File: src/rtl/regfile_wr_arbiter.sv
// ---------------------------------------------------------------------------
// regfile_wr_arbiter
//
// Owns the single write port (we3/A3/wd3) of the register file and shares it
// between two writers:
//   - port A: core writeback. Highest priority, no backpressure.
//   - port B: a long-latency unit (load/div). Uses a valid/ready handshake and
//     is buffered in a small DEPTH-entry FIFO.
// After reset the block can also sweep zeros into every register (INIT state).
// It also flags read-after-write hazards against B writes that are still queued.
//
// Parameters
//   NREGS      registers cleared by the INIT sweep (addresses 0..NREGS-1)
//   DEPTH      B-side FIFO entries (power of two, at least 2)
//   STARVE_MAX cycles a FIFO head may be passed over before stall_req rises
//   SWEEP_EN   1: run the INIT sweep after reset, 0: go straight to RUN
//
// Ports
//   clk        in   clock, all state updates on the rising edge
//   clr        in   synchronous active-high reset
//   a_we       in   core writeback enable
//   a_addr     in   core writeback destination register
//   a_data     in   core writeback data
//   b_valid    in   B write request
//   b_ready    out  B request is accepted when b_valid & b_ready
//   b_addr     in   B destination register
//   b_data     in   B write data
//   rs1_addr   in   core read address 1, used for the hazard check
//   rs2_addr   in   core read address 2, used for the hazard check
//   rf_we3     out  register file write enable
//   rf_a3      out  register file write address
//   rf_wd3     out  register file write data
//   raw_stall  out  rs1/rs2 matches a live queued B write
//   stall_req  out  core must hold a_we low while this is high
//   init_busy  out  INIT sweep in progress (also high while clr is held)
//   a_drop_err out  sticky flag: an a_we was ignored (during INIT or a stall)
// ---------------------------------------------------------------------------
module regfile_wr_arbiter #(
  parameter int NREGS      = 32,
  parameter int DEPTH      = 2,
  parameter int STARVE_MAX = 8,
  parameter int SWEEP_EN   = 1
) (
  input  logic        clk,
  input  logic        clr,
  input  logic        a_we,
  input  logic [4:0]  a_addr,
  input  logic [31:0] a_data,
  input  logic        b_valid,
  output logic        b_ready,
  input  logic [4:0]  b_addr,
  input  logic [31:0] b_data,
  input  logic [4:0]  rs1_addr,
  input  logic [4:0]  rs2_addr,
  output logic        rf_we3,
  output logic [4:0]  rf_a3,
  output logic [31:0] rf_wd3,
  output logic        raw_stall,
  output logic        stall_req,
  output logic        init_busy,
  output logic        a_drop_err
);

  localparam int PW   = (DEPTH > 1) ? $clog2(DEPTH) : 1;
  localparam int CNTW = $clog2(DEPTH + 1);
  localparam int CW   = (NREGS > 1) ? $clog2(NREGS) : 1;
  localparam int AW   = (STARVE_MAX > 0) ? $clog2(STARVE_MAX + 1) : 1;

  typedef enum logic {
    ST_INIT,
    ST_RUN
  } state_t;

  state_t state_q;
  state_t state_d;

  logic [CW-1:0]   sweep_ctr;
  logic            sweep_done;

  // Each FIFO slot stores its destination and data. occ marks slots holding
  // a request. kill marks requests that newer core data has overtaken.
  logic [4:0]      fifo_addr [DEPTH];
  logic [31:0]     fifo_data [DEPTH];
  logic [DEPTH-1:0] fifo_occ;
  logic [DEPTH-1:0] fifo_kill;
  logic [PW-1:0]   rd_ptr;
  logic [PW-1:0]   wr_ptr;
  logic [CNTW-1:0] count;

  logic [AW-1:0]   age;

  logic            run;
  logic            in_init;
  logic            fifo_empty;
  logic            fifo_full;
  logic [4:0]      head_addr;
  logic [31:0]     head_data;
  logic            head_kill;
  logic            stall_int;
  logic            a_win;
  logic            deq;
  logic            enq;
  logic            ready_int;
  logic            hazard_hit;

  // Qualifiers for the current cycle. A held clr overrides the state
  // register, so every qualifier is gated with it. No request is accepted,
  // written or flagged while clr is high.
  always_comb begin
    run        = (state_q == ST_RUN) && !clr;
    in_init    = (state_q == ST_INIT) && !clr;
    fifo_empty = (count == '0);
    fifo_full  = (count == CNTW'(DEPTH));
    head_addr  = fifo_addr[rd_ptr];
    head_data  = fifo_data[rd_ptr];
    head_kill  = fifo_kill[rd_ptr];
    sweep_done = (sweep_ctr == CW'(NREGS - 1));
  end

  // Arbitration. A starved head (stall_int) takes the port away from the
  // core for one cycle. Otherwise a core write to a real register wins.
  // A core write aimed at x0 has no effect, so in that cycle the FIFO head
  // may use the port. The slot freed by a dequeue stays unavailable to B
  // until the next cycle, which keeps b_ready independent of port A.
  always_comb begin
    stall_int = run && (age >= AW'(STARVE_MAX));
    a_win     = run && a_we && (a_addr != '0) && !stall_int;
    deq       = run && !fifo_empty && !a_win;
    ready_int = run && !fifo_full;
    enq       = b_valid && ready_int;
  end

  // Hazard detection covers every live queued write, including the head
  // that is draining this cycle. Its value is not in the file until the
  // next edge. Entries killed by a newer core write and x0 entries never
  // produce a value, so neither can cause a hazard.
  always_comb begin
    hazard_hit = 1'b0;
    for (int i = 0; i < DEPTH; i++) begin
      if (fifo_occ[i] && !fifo_kill[i] && (fifo_addr[i] != '0) &&
          ((fifo_addr[i] == rs1_addr) || (fifo_addr[i] == rs2_addr))) begin
        hazard_hit = 1'b1;
      end
    end
  end

  // State register of the INIT/RUN controller. Reset picks the start state
  // from SWEEP_EN, so a design with the sweep disabled accepts traffic
  // right after clr drops.
  always_ff @(posedge clk) begin
    if (clr) begin
      state_q <= (SWEEP_EN != 0) ? ST_INIT : ST_RUN;
    end else begin
      state_q <= state_d;
    end
  end

  // Next state and register-file port drive. The outputs are combinational
  // from the state and the current inputs, so the selected write lands on
  // the next rising edge with no added latency. In INIT the sweep owns the
  // port and writes zero to the address in sweep_ctr.
  always_comb begin
    state_d = state_q;
    rf_we3  = 1'b0;
    rf_a3   = '0;
    rf_wd3  = '0;
    if (!clr) begin
      if (state_q == ST_INIT) begin
        rf_we3 = 1'b1;
        rf_a3  = 5'(sweep_ctr);
        rf_wd3 = '0;
        if (sweep_done) begin
          state_d = ST_RUN;
        end
      end else begin
        if (a_win) begin
          rf_we3 = 1'b1;
          rf_a3  = a_addr;
          rf_wd3 = a_data;
        end else if (deq) begin
          rf_we3 = !head_kill && (head_addr != '0);
          rf_a3  = head_addr;
          rf_wd3 = head_data;
        end
      end
    end
  end

  // Sweep address counter. It only advances while INIT owns the port and
  // restarts from zero on every reset.
  always_ff @(posedge clk) begin
    if (clr) begin
      sweep_ctr <= '0;
    end else if (in_init) begin
      sweep_ctr <= sweep_ctr + CW'(1);
    end
  end

  // FIFO bookkeeping: pointers, occupancy and kill bits. A core write
  // marks every queued request to the same register as dead. That entry
  // later drains without a write, so older B data can never overwrite
  // newer core data. The slot being filled this cycle is never occupied,
  // so the kill loop and the enqueue never fight over the same bit.
  always_ff @(posedge clk) begin
    if (clr) begin
      rd_ptr    <= '0;
      wr_ptr    <= '0;
      count     <= '0;
      fifo_occ  <= '0;
      fifo_kill <= '0;
    end else begin
      if (a_win) begin
        for (int i = 0; i < DEPTH; i++) begin
          if (fifo_occ[i] && (fifo_addr[i] == a_addr)) begin
            fifo_kill[i] <= 1'b1;
          end
        end
      end
      if (enq) begin
        fifo_occ[wr_ptr]  <= 1'b1;
        fifo_kill[wr_ptr] <= 1'b0;
        wr_ptr            <= wr_ptr + PW'(1);
      end
      if (deq) begin
        fifo_occ[rd_ptr] <= 1'b0;
        rd_ptr           <= rd_ptr + PW'(1);
      end
      if (enq && !deq) begin
        count <= count + CNTW'(1);
      end else if (deq && !enq) begin
        count <= count - CNTW'(1);
      end
    end
  end

  // FIFO payload storage. It needs no reset because occupancy alone
  // decides whether a slot is meaningful.
  always_ff @(posedge clk) begin
    if (enq) begin
      fifo_addr[wr_ptr] <= b_addr;
      fifo_data[wr_ptr] <= b_data;
    end
  end

  // Starvation age of the current head. It counts cycles in which a
  // request waits at the head while the core holds the port, and clears
  // whenever the head drains or the queue is empty. Reaching STARVE_MAX
  // forces a dequeue in that same cycle, so the counter never exceeds it.
  always_ff @(posedge clk) begin
    if (clr) begin
      age <= '0;
    end else if (!run || fifo_empty || deq) begin
      age <= '0;
    end else begin
      age <= age + AW'(1);
    end
  end

  // Sticky error for core writes the block had to ignore: any a_we during
  // the sweep, or while the core was told to stall. Only clr clears it.
  always_ff @(posedge clk) begin
    if (clr) begin
      a_drop_err <= 1'b0;
    end else if (a_we && (in_init || stall_int)) begin
      a_drop_err <= 1'b1;
    end
  end

  // Status outputs. init_busy stays high during clr, so the core sees a
  // busy register file from the moment reset starts.
  always_comb begin
    b_ready   = ready_int;
    stall_req = stall_int;
    raw_stall = run && hazard_hit;
    init_busy = clr || (state_q == ST_INIT);
  end

endmodule
File: config.mk
export PLATFORM = sky130hd
export DESIGN_NAME = regfile_wr_arbiter
export DESIGN_NICKNAME = d
export VERILOG_FILES = /design/src/rtl/regfile_wr_arbiter.sv
export SDC_FILE = /design/constraint.sdc
export NUM_CORES = 1
export LEC_CHECK = 0
export ABC_AREA = 1
export BUFFER_PORTS_ARGS = -buffer_cell sky130_fd_sc_hd__buf_4
export CAP_MARGIN = 20
export CORE_ASPECT_RATIO = 1.1
export CORE_MARGIN = 8
export CORE_UTILIZATION = 52
export DETAILED_ROUTE_END_ITERATION = 8
export PLACE_DENSITY = 0.91
export SLEW_MARGIN = 20
export SYNTH_ARGS = -nofsm -noshare
export SYNTH_HDL_FRONTEND = slang
export SYNTH_SLANG_ARGS = --single-unit
File: constraint.sdc
create_clock -name clk -period 3.6 [get_ports clk]
set_input_delay 0.72 -clock clk [delete_from_list [all_inputs] [get_ports clk]]
set_output_delay 0.72 -clock clk [all_outputs]
set_load 0.02 [all_outputs]
## Yosys cells after proc, flatten, opt, wreduce, memory -nomap -nowiden

Memories as Yosys holds them, arrays and structs flattened. A register that Yosys moved wholly into a read port is not among the register bits.
Cells that the tools add are included.

- Order comparisons: 5
- Add/subtract/negate cells: 6
- Bitwise gates (word level): 6
- Reductions and logical operators: 49
- Eq/ne operators: 8
- Muxes and demuxes: 38

Operator list:

| cell | count |
|---|---|
| 32-bit 2-to-1 mux | 4 |
| 5-bit equality test | 6 |
| 1-bit logical AND | 25 |
| 1-bit 2-to-1 mux | 20 |
| 5-bit 2-to-1 mux | 4 |
| 5-bit nonzero test | 4 |
| 2-bit 2-to-1 mux | 8 |
| 1-bit logical NOT | 11 |
| 1-bit logical OR | 6 |
| 5-bit by 1-bit adder with 5-bit output (second input constant) | 1 |
| 5-bit equality test (second input constant) | 1 |
| 4-bit by 1-bit adder with 4-bit output (second input constant) | 1 |
| 2-bit AND | 2 |
| 4-bit >= comparator (second input constant) | 1 |
| 1-bit by 2-bit less-than comparator with 1-bit output (second input constant) | 2 |
| 2-bit NOT | 2 |
| 1-bit adder (second input constant) | 2 |
| 2-bit by 1-bit adder with 2-bit output (second input constant) | 1 |
| 1-bit demux with 1-bit select | 2 |
| 2-bit equality test (second input constant) | 1 |
| 1-bit >= comparator (second input constant) | 2 |
| 2-bit logical NOT | 1 |
| 2-bit OR | 1 |
| 2-bit nonzero test | 1 |
| other kinds (3) | 3 |

- Output and inout port bits: 43
- Logic and storage cells: 123
- Memories: 2
- Memory bits (writable): 74
- Register bits after elaboration: 19

Memories:

| memory | words | width | read ports | clocked after Yosys merged registers in | write ports | line | RTL |
|---|---|---|---|---|---|---|---|
| fifo_data | 2 | 32 | 1 | 1 | 1 | 83 | `logic [31:0] fifo_data [DEPTH];` |
| fifo_addr | 2 | 5 | 3 | 1 | 1 | 82 | `logic [4:0] fifo_addr [DEPTH];` |

## Depth between registers and ports, before layout

Gate-level depths: netlist of the first run.

- Depth after elaboration: 11
- Depth in mapped cells: 12
- Gate-level depth less buffers: 10

## Least setup slack after synthesis of the first run

Ideal clock, no wire load.

- Path kind: input -> register
- From: input port clr
- To: memory fifo_addr[1][0], enable pin
- Required time: 3.167 ns
- Cell stages on the path: 5
- Slack: 0.152 ns
- Path buffers: 0
- Arrival: 3.015 ns
- Cell sequence: inv_2 nand2_4 a21oi_2 nand2_1 nor2_1

- Longest elaborated chain between the ends: 6

Ends and longest elaborated chain:

| what | line | RTL |
|---|---|---|
| from (decl) | 45 | `input logic clr,` |
| 1-bit logical NOT | n/a |  |
| 1-bit logical AND | 110 | `run = (state_q == ST_RUN) && !clr;` |
| 1-bit logical AND | 129 | `ready_int = run && !fifo_full;` |
| named net b_ready | 50 | `output logic b_ready,` |
| 1-bit logical AND | 130 | `enq = b_valid && ready_int;` |
| 1-bit 2-to-1 mux | 239 | `if (enq) begin` |
| 1-bit 2-to-1 mux (not written as such) | 240 | `fifo_addr[wr_ptr] <= b_addr;` |
| to (decl) | 82 |  |

The timed path passes the listed nets, and every way through them passes these cells.

## Worst setup path in the final report of the first run

- From: input port clr
- To: output port rf_wd3[3]

- Longest elaborated chain between the ends: 11
- Elaborated cells on any way between the ends: 14
- Classes of those cells: 4 x mux; 10 x reduce/logical

Ends and longest elaborated chain:

| what | line | RTL |
|---|---|---|
| 1-bit logical NOT | n/a |  |
| 1-bit logical AND | 110 |  |
| 1-bit logical AND (on tied branches) | 127, 126 |  |
| 1-bit logical AND or 1-bit logical NOT (tied branches) | 127 | `a_win = run && a_we && (a_addr != '0) && !stall_int;` |
| 1-bit logical AND | 127 |  |
| 1-bit logical NOT | 128 | `deq = run && !fifo_empty && !a_win;` |
| 1-bit logical AND | 128 |  |
| 32-bit 2-to-1 mux | 180 | `end else if (deq) begin` |
| 32-bit 2-to-1 mux | 176 | `if (a_win) begin` |
| 32-bit 2-to-1 mux | 168 | `if (state_q == ST_INIT) begin` |
| 32-bit 2-to-1 mux (*) | 167 | `if (!clr) begin` |
| to (decl) | 57 | `output logic [31:0] rf_wd3,` |

Every way passes the cells marked *; elsewhere a longest branch is shown, timed or not.

==> results.md, run 1 <==
- Register area: 0.00262 mm^2
- Clock Path Buffers: 2
- Setup Buffers After CTS: 0
- Vias in the first global route: 3,769
- Tot GR Track Use: 0.186
- Initial Util: 0.530
- Routed WL: 11,000 um
- Vias per cell: 5.23
- Nets: 664
- Max-cap violations: 0
- RSZ-0062 raised after global routing: false
- Fin. max-slew vios: 0
- # fillers: 609
- Synthesized area: 0.00441 mm^2
- Critical Path Fanout Max: 35
- Placed Cells: 671
- Drt drc: 0
- Peak Freq: 0.326 GHz
- Synth cell count leaders: nand2_1 (105), edfxtp_1 (74), inv_1 (43)
- Fin crit share: 0.853
- Slew HR: 0.424
- Top-area cell type share of the netlist area: 0.504
- Die Wd: 104 um
- Final ANT Viol Nets: 0
- Num Clock Sinks: 94
- Non-Filler Instances: 687
- CP Launch Type: input pin
- CTS tree: yes
- Dpl hpwl: 8360 um
- IO buf count: 130
- Leakage power total: 2.31 nW
- Grt ovf: 0
- Initial antenna violation count: 0
- Setup crit end kind: output pin
- EDFF count, synth: 74
- Hold buffers post-CTS: 0
- Setup TNS: 0 ps
- H-Tree Depth: 3
- Largest net degree at the start of global routing: 39
- Later-pin clock latency in the skew report: 350 ps
- Place WS: 560 ps
- Worst Hold Class: flip-flop to flip-flop
- # rows: 35
- Worst Path Arrival: 2350 ps
- Status: complete, no violations
- Setup ws final: 530 ps
- Register area share after synthesis: 0.594
- Tmin final: 3070 ps
- Synth Register Bits: 94
- Main synth FF type: edfxtp_1
- First-pass DRT Iterations: 5
- Peak VDD IR: 0.000294 V
- CP Class: input pin to output pin
- Pwr/cell area: 344 mW/mm^2
- DRT iter0 DRCs: 243
- GP Congestion: 0.894
- Number of CTS-inserted buffers: 9
- Utilization after layout: 0.685
- First-pass GRT wire length: 17,500 um
- Die Area: 0.0117 mm^2
- Post-Syn Area per Cell: 10.1 um^2
- Resize count post-CTS: 0
- Syn Nets: 530
- Die height: 113 um
- I/O pins: 131
- Area Overhead vs Synth: 29.2%
- Final Hold Viols: 0
- Multi-input gate area: 0.00156 mm^2
- Clock skew: 9.10 ps
- # diodes: 0
- Synthesis Warnings: 0
- Share of cells above drive strength 1: 0.278
- Synth area leaders: edfxtp_1 (50%), dfxtp_1 (9.1%), nand2_1 (8.9%)
- Vias: 3,592
- Most numerous cell in the Yosys netlist: nand2_1
- Wirelength per Cell: 16.1 um
- Async SR Flop Fraction: 0
- Clock root cell: clkbuf_8
- Cell count after synthesis: 437
- Critical Path RT: 2880 ps
- Core Region: 0.00832 mm^2
- Distinct cells, synth: 25
- Area leader, netlist: edfxtp_1
- Final Setup Violations: 0
- Worst Tran Pin Value: 864 ps
- Reg clk slew, reported paths: 90 ps
-- cell type report --
cell class              instances  area share
well taps                     111      0.0244
clock buffers                   9      0.0217
inverters                      46      0.0303
clock inverters                 7      0.0112
multi-input cells             286       0.274
flip-flops and latches         94       0.460
repair buffers                134       0.179
-- cell usage in the layout, fill, tap and decap left out, types with 6 or more instances in the layout --
cell,instances
mux2i_1,32
nand3_1,14
a21oi_1,15
nor2_1,29
dfxtp_1,19
inv_1,43
xnor2_1,7
clkbuf_8,9
edfxtp_1,74
buf_4,133
o21ai_0,37
xor2_1,6
o21ai_1,18
nand2_1,105
-- kinds of logic (layout without fill, tap and decap cells) --
family          count (synthesis)  after routing  share of synthesized area
flops                          94             94                      0.594
compound gates                 74             74                     0.0873
xor+xnor                       13             13                     0.0258
fa+ha+maj                       5              5                     0.0142
mux                            32             32                     0.0726
simple gates                  162            162                      0.151
buf+inv                        57            196                     0.0553
-- final timing paths --
kind                            depth (start not counted)                       to               startpoint  slack (ps)
worst min-delay path                                    2  a_drop_err$_SDFFE_PP0P_  a_drop_err$_SDFFE_PP0P_         470
worst max-delay path                                    9                rf_wd3[3]                      clr         530
worst min register to register                          2  a_drop_err$_SDFFE_PP0P_  a_drop_err$_SDFFE_PP0P_         470
worst max register to register                         10    count[1]$_SDFFE_PP0P_       state_q$_SDFF_PP0_        1470
-- registers in the layout, summed over array words and instances (netlist names), named ones only --
signal,count
fifo_data,64
state_q,1
wr_ptr,1
sweep_ctr,5
rd_ptr,1
age,4
a_drop_err,1
fifo_occ,2
fifo_kill,2
fifo_addr,10
count,2
-- worst max-delay path, stage by stage --
cell	delay [ps]
buf_4	130
inv_2	140
nand2_4	120
nor2_4	160
nand2_4	90
inv_2	480
nand2_1	130
o21ai_0	150
buf_4	200
-- per-layer routing --
metal / up-vias / part of all wire / wire [um] / GRT usage
met5: - / 0 / 0 / 0
met1: 1647 / 0.38 / 4250 / 0.203
met2: 168 / 0.52 / 5680 / 0.328
met4: 0 / 0.022 / 242 / 0.0802
met3: 22 / 0.078 / 859 / 0.0544
li1: 1755 / - / - / -
-- power breakdown --
part	switching [W]	leakage [nW]	total [W]	internal [W]
clock network	0.000391	0.0908	0.000659	0.000268
logic	0.0000545	1.39	0.000132	0.0000773
registers	0.00000301	0.827	0.00117	0.00117
total	0.000449	2.31	0.00196	0.00152
-- per-stage QoR --
step,power [W],hold WS (ps),cell area (um^2)
after floorplan,0.00123,430,4410
after global placement,0.00132,439,5520
after detailed placement,0.00133,453,5520
after CTS,0.00198,477,5700
after global routing,0.00203,509,5700
final,0.00196,470,5700
Power figures use the tool's default switching activity.
==> run 2, diff against run 1 <==
Settings changed: CORE_UTILIZATION 52 to 53, CTS_BUF_LIST set to sky130_fd_sc_hd__clkbuf_8, PLACE_DENSITY 0.91 to 0.93, SKIP_CTS_REPAIR_TIMING set to 1.
==> run 2 against run 1 <==
Against the previous run: worst setup slack better by 24 ps; register-to-register slack worse by 140 ps; final cell count unchanged; core utilization up 0.55 points; hold slack worse by 3.2 ps; cell area down 0.26%; sequential share of layout area up 0.12 points; clock-buffer cell count unchanged; clock skew up 2.8 ps; global-route usage up 1.4 points; die area down 1.6%; largest cell class unchanged.
==> results.md, run 2 (synthesis results as in run 1) <==
- Tmin final: 3050 ps (-23.6 ps)
- Gate power share: 0.069 (+0.002)
- Die Area: 0.0115 mm^2 (-1.6%)
- Grt ovf: 0 (unchanged)
- Nets: 664 (unchanged)
- Setup ws final: 554 ps (+23.6 ps)
- Peak VDD IR: 0.000258 V (-12%)
- Final ANT Viol Nets: 0 (unchanged)
- CP Launch Type: input pin
- Initial Util: 0.536 (+0.00564)
- Area Overhead vs Synth: 28.9%
- Crit-path slowest cell: inv_2
- Max-cap violations: 0 (unchanged)
- Peak Freq: 0.328 GHz (+0.77%)
- Die height: 112 um (-0.82%)
- Setup TNS: 0 ps (unchanged)
- Critical Path RT: 2880 ps (about the same)
- Clock share of power: 0.319 (-0.017)
- # diodes: 0 (unchanged)
- Pint: 0.00150 W (-1.2%)
- Share of cells above drive strength 1: 0.276 (-0.00174)
- Max reg flops: 64 (unchanged)
- Reg with most FFs: fifo_data
- Most frequent cells in the layout: buf_4 (133), nand2_1 (105), edfxtp_1 (74)
- Later-pin clock latency in the skew report: 360 ps (about the same)
- Routed WL: 11,300 um (+2.4%)
- H-Tree Depth: 3 (unchanged)
- Total power: 0.00192 W (-2.4%)
- Reg2reg end: count[1]$_SDFFE_PP0P_
- CTS tree: yes
- Crit-path cells: buf_4 > inv_2 > nand2_4 > nor2_4 > nand2_4 > inv_2 > nor2_1 > a21oi_1 > buf_4
- Commonest non-fill, non-tap cell in the layout: buf_4
- Flop2flop setup slack: 1330 ps (-140 ps)
- Initial antenna violation count: 0 (unchanged)
- Status: complete, no violations
- Vias per cell: 5.22 (-0.25%)
- Psw: 0.000419 W (-6.6%)
- WP buf/inv: 4 (unchanged)
- Slew HR: 0.435 (+0.0112)
- Final Hold Viols: 0 (unchanged)
- I/O pins: 131 (unchanged)
- First-pass GRT wire length: 17,800 um (+1.8%)
- Worst Hold Class: flip-flop to flip-flop
- Crit path max-delay family: buffers and inverters
- Die Wd: 103 um (-0.80%)
- Sw frac: 0.219 (-0.00976)
- CP Class: input pin to output pin
- Critical Path Fanout Max: 35 (unchanged)
- Final Setup Violations: 0 (unchanged)
- Hold path start: a_drop_err$_SDFFE_PP0P_
- Worst Tran Pin Value: 847 ps (-16.8 ps)
- DRT iter0 DRCs: 236 (-2.9%)
- Tot GR Track Use: 0.200 (+0.0144)
- Pwr/cell area: 337 mW/mm^2 (-2.1%)
- RSZ-0062 raised after global routing: false
- Clock skew: 11.9 ps (+2.78 ps)
- Place WS: 583 ps (+22.7 ps)
- Hold Crit Endpoint: a_drop_err$_SDFFE_PP0P_
- Top Registers: fifo_data (64), fifo_addr (10), sweep_ctr (5)
- Num Clock Sinks: 94 (unchanged)
- Hold Path Stages: 2 (unchanged)
- # rows: 35 (unchanged)
- CP Depth: 9 (unchanged)
- Setup crit end kind: output pin
- First-pass DRT Iterations: 7 (+2)
- Core Region: 0.00823 mm^2 (-1.1%)
- Fin. max-slew vios: 0 (unchanged)
- Reg clk slew, reported paths: 90 ps (about the same)
- Clock root cell: clkbuf_8
- Vias: 3,583 (-0.25%)
- Worst r2r path cells: 9 (-1)
- Fin crit share: 0.846 (-0.00655)
- Leakage power total: 2.29 nW (-0.71%)
- Drt drc: 0 (unchanged)
- GP Congestion: 0.892 (-0.20%)
- Largest net degree at the start of global routing: 39 (unchanged)
- Wirelength per Cell: 16.4 um (+2.4%)
- Worst Path Arrival: 2330 ps (-20 ps)
- Seq pwr share: 0.612 (+0.015)
- Max stage delay on crit path: 480 ps (about the same)
- Worst R2R Start: state_q$_SDFF_PP0_
- Clock Path Buffers: 2 (unchanged)
- IO buf count: 130 (unchanged)
- Launch point of the critical path: clr
- Dpl hpwl: 8500 um (+1.7%)
- Vias in the first global route: 3,864 (+2.5%)
- Number of CTS-inserted buffers: 9 (unchanged)
run 2: cell type report:
type,instances,area (um^2)
clock buffers,9,124
clock inverters,7,48.8
fillers,619,2540
inverters,46,173
multi-input cells,286,1560
flip-flops and latches,94,2620
well taps,111,139
repair buffers,134,1020
run 2: metal layers:
metal,share of wire,wire (um),global-route usage,vias up
li1,-,-,-,1748
met1,0.34,3820,0.194,1649
met2,0.54,6150,0.356,152
met3,0.081,912,0.0674,34
met4,0.037,422,0.110,0
met5,0,0,0,-
run 2: tightest hold or removal path, cell delays in order (launching register included):
cell     delay (ps)
dfxtp_1         320
inv_1            50
a21oi_1          60
run 2: metrics by stage:
stage | hold slack, ps | instance area, um^2 | instances | util
after CTS | 473 | 5690 | 687 | 0.691
final | 467 | 5690 | 687 | 0.691
after global routing | 498 | 5690 | 687 | 0.691
after detailed placement | 451 | 5520 | 671 | 0.670
after floorplan | 430 | 4410 | 437 | -
after global placement | 439 | 5520 | 671 | 0.670
run 2: worst max path at each step:
stage	to	slack [ps]
floorplan	fifo_addr[1][0]$_DFFE_PP_	150
global placement	rf_we3	690
detailed placement	rf_wd3[21]	580
CTS	rf_wd3[21]	580
global route	rf_wd3[4]	450
finish	rf_we3	550
run 2: power by group through the flow:
stage                     Clock, W  Combinational (W)  Sequential (W)
after global routing      0.000674           0.000143         0.00117
after detailed placement         0           0.000130         0.00120
after floorplan                  0          0.0000334         0.00120
after CTS                 0.000624           0.000131         0.00117
after global placement           0           0.000124         0.00120
final                     0.000612           0.000132         0.00117
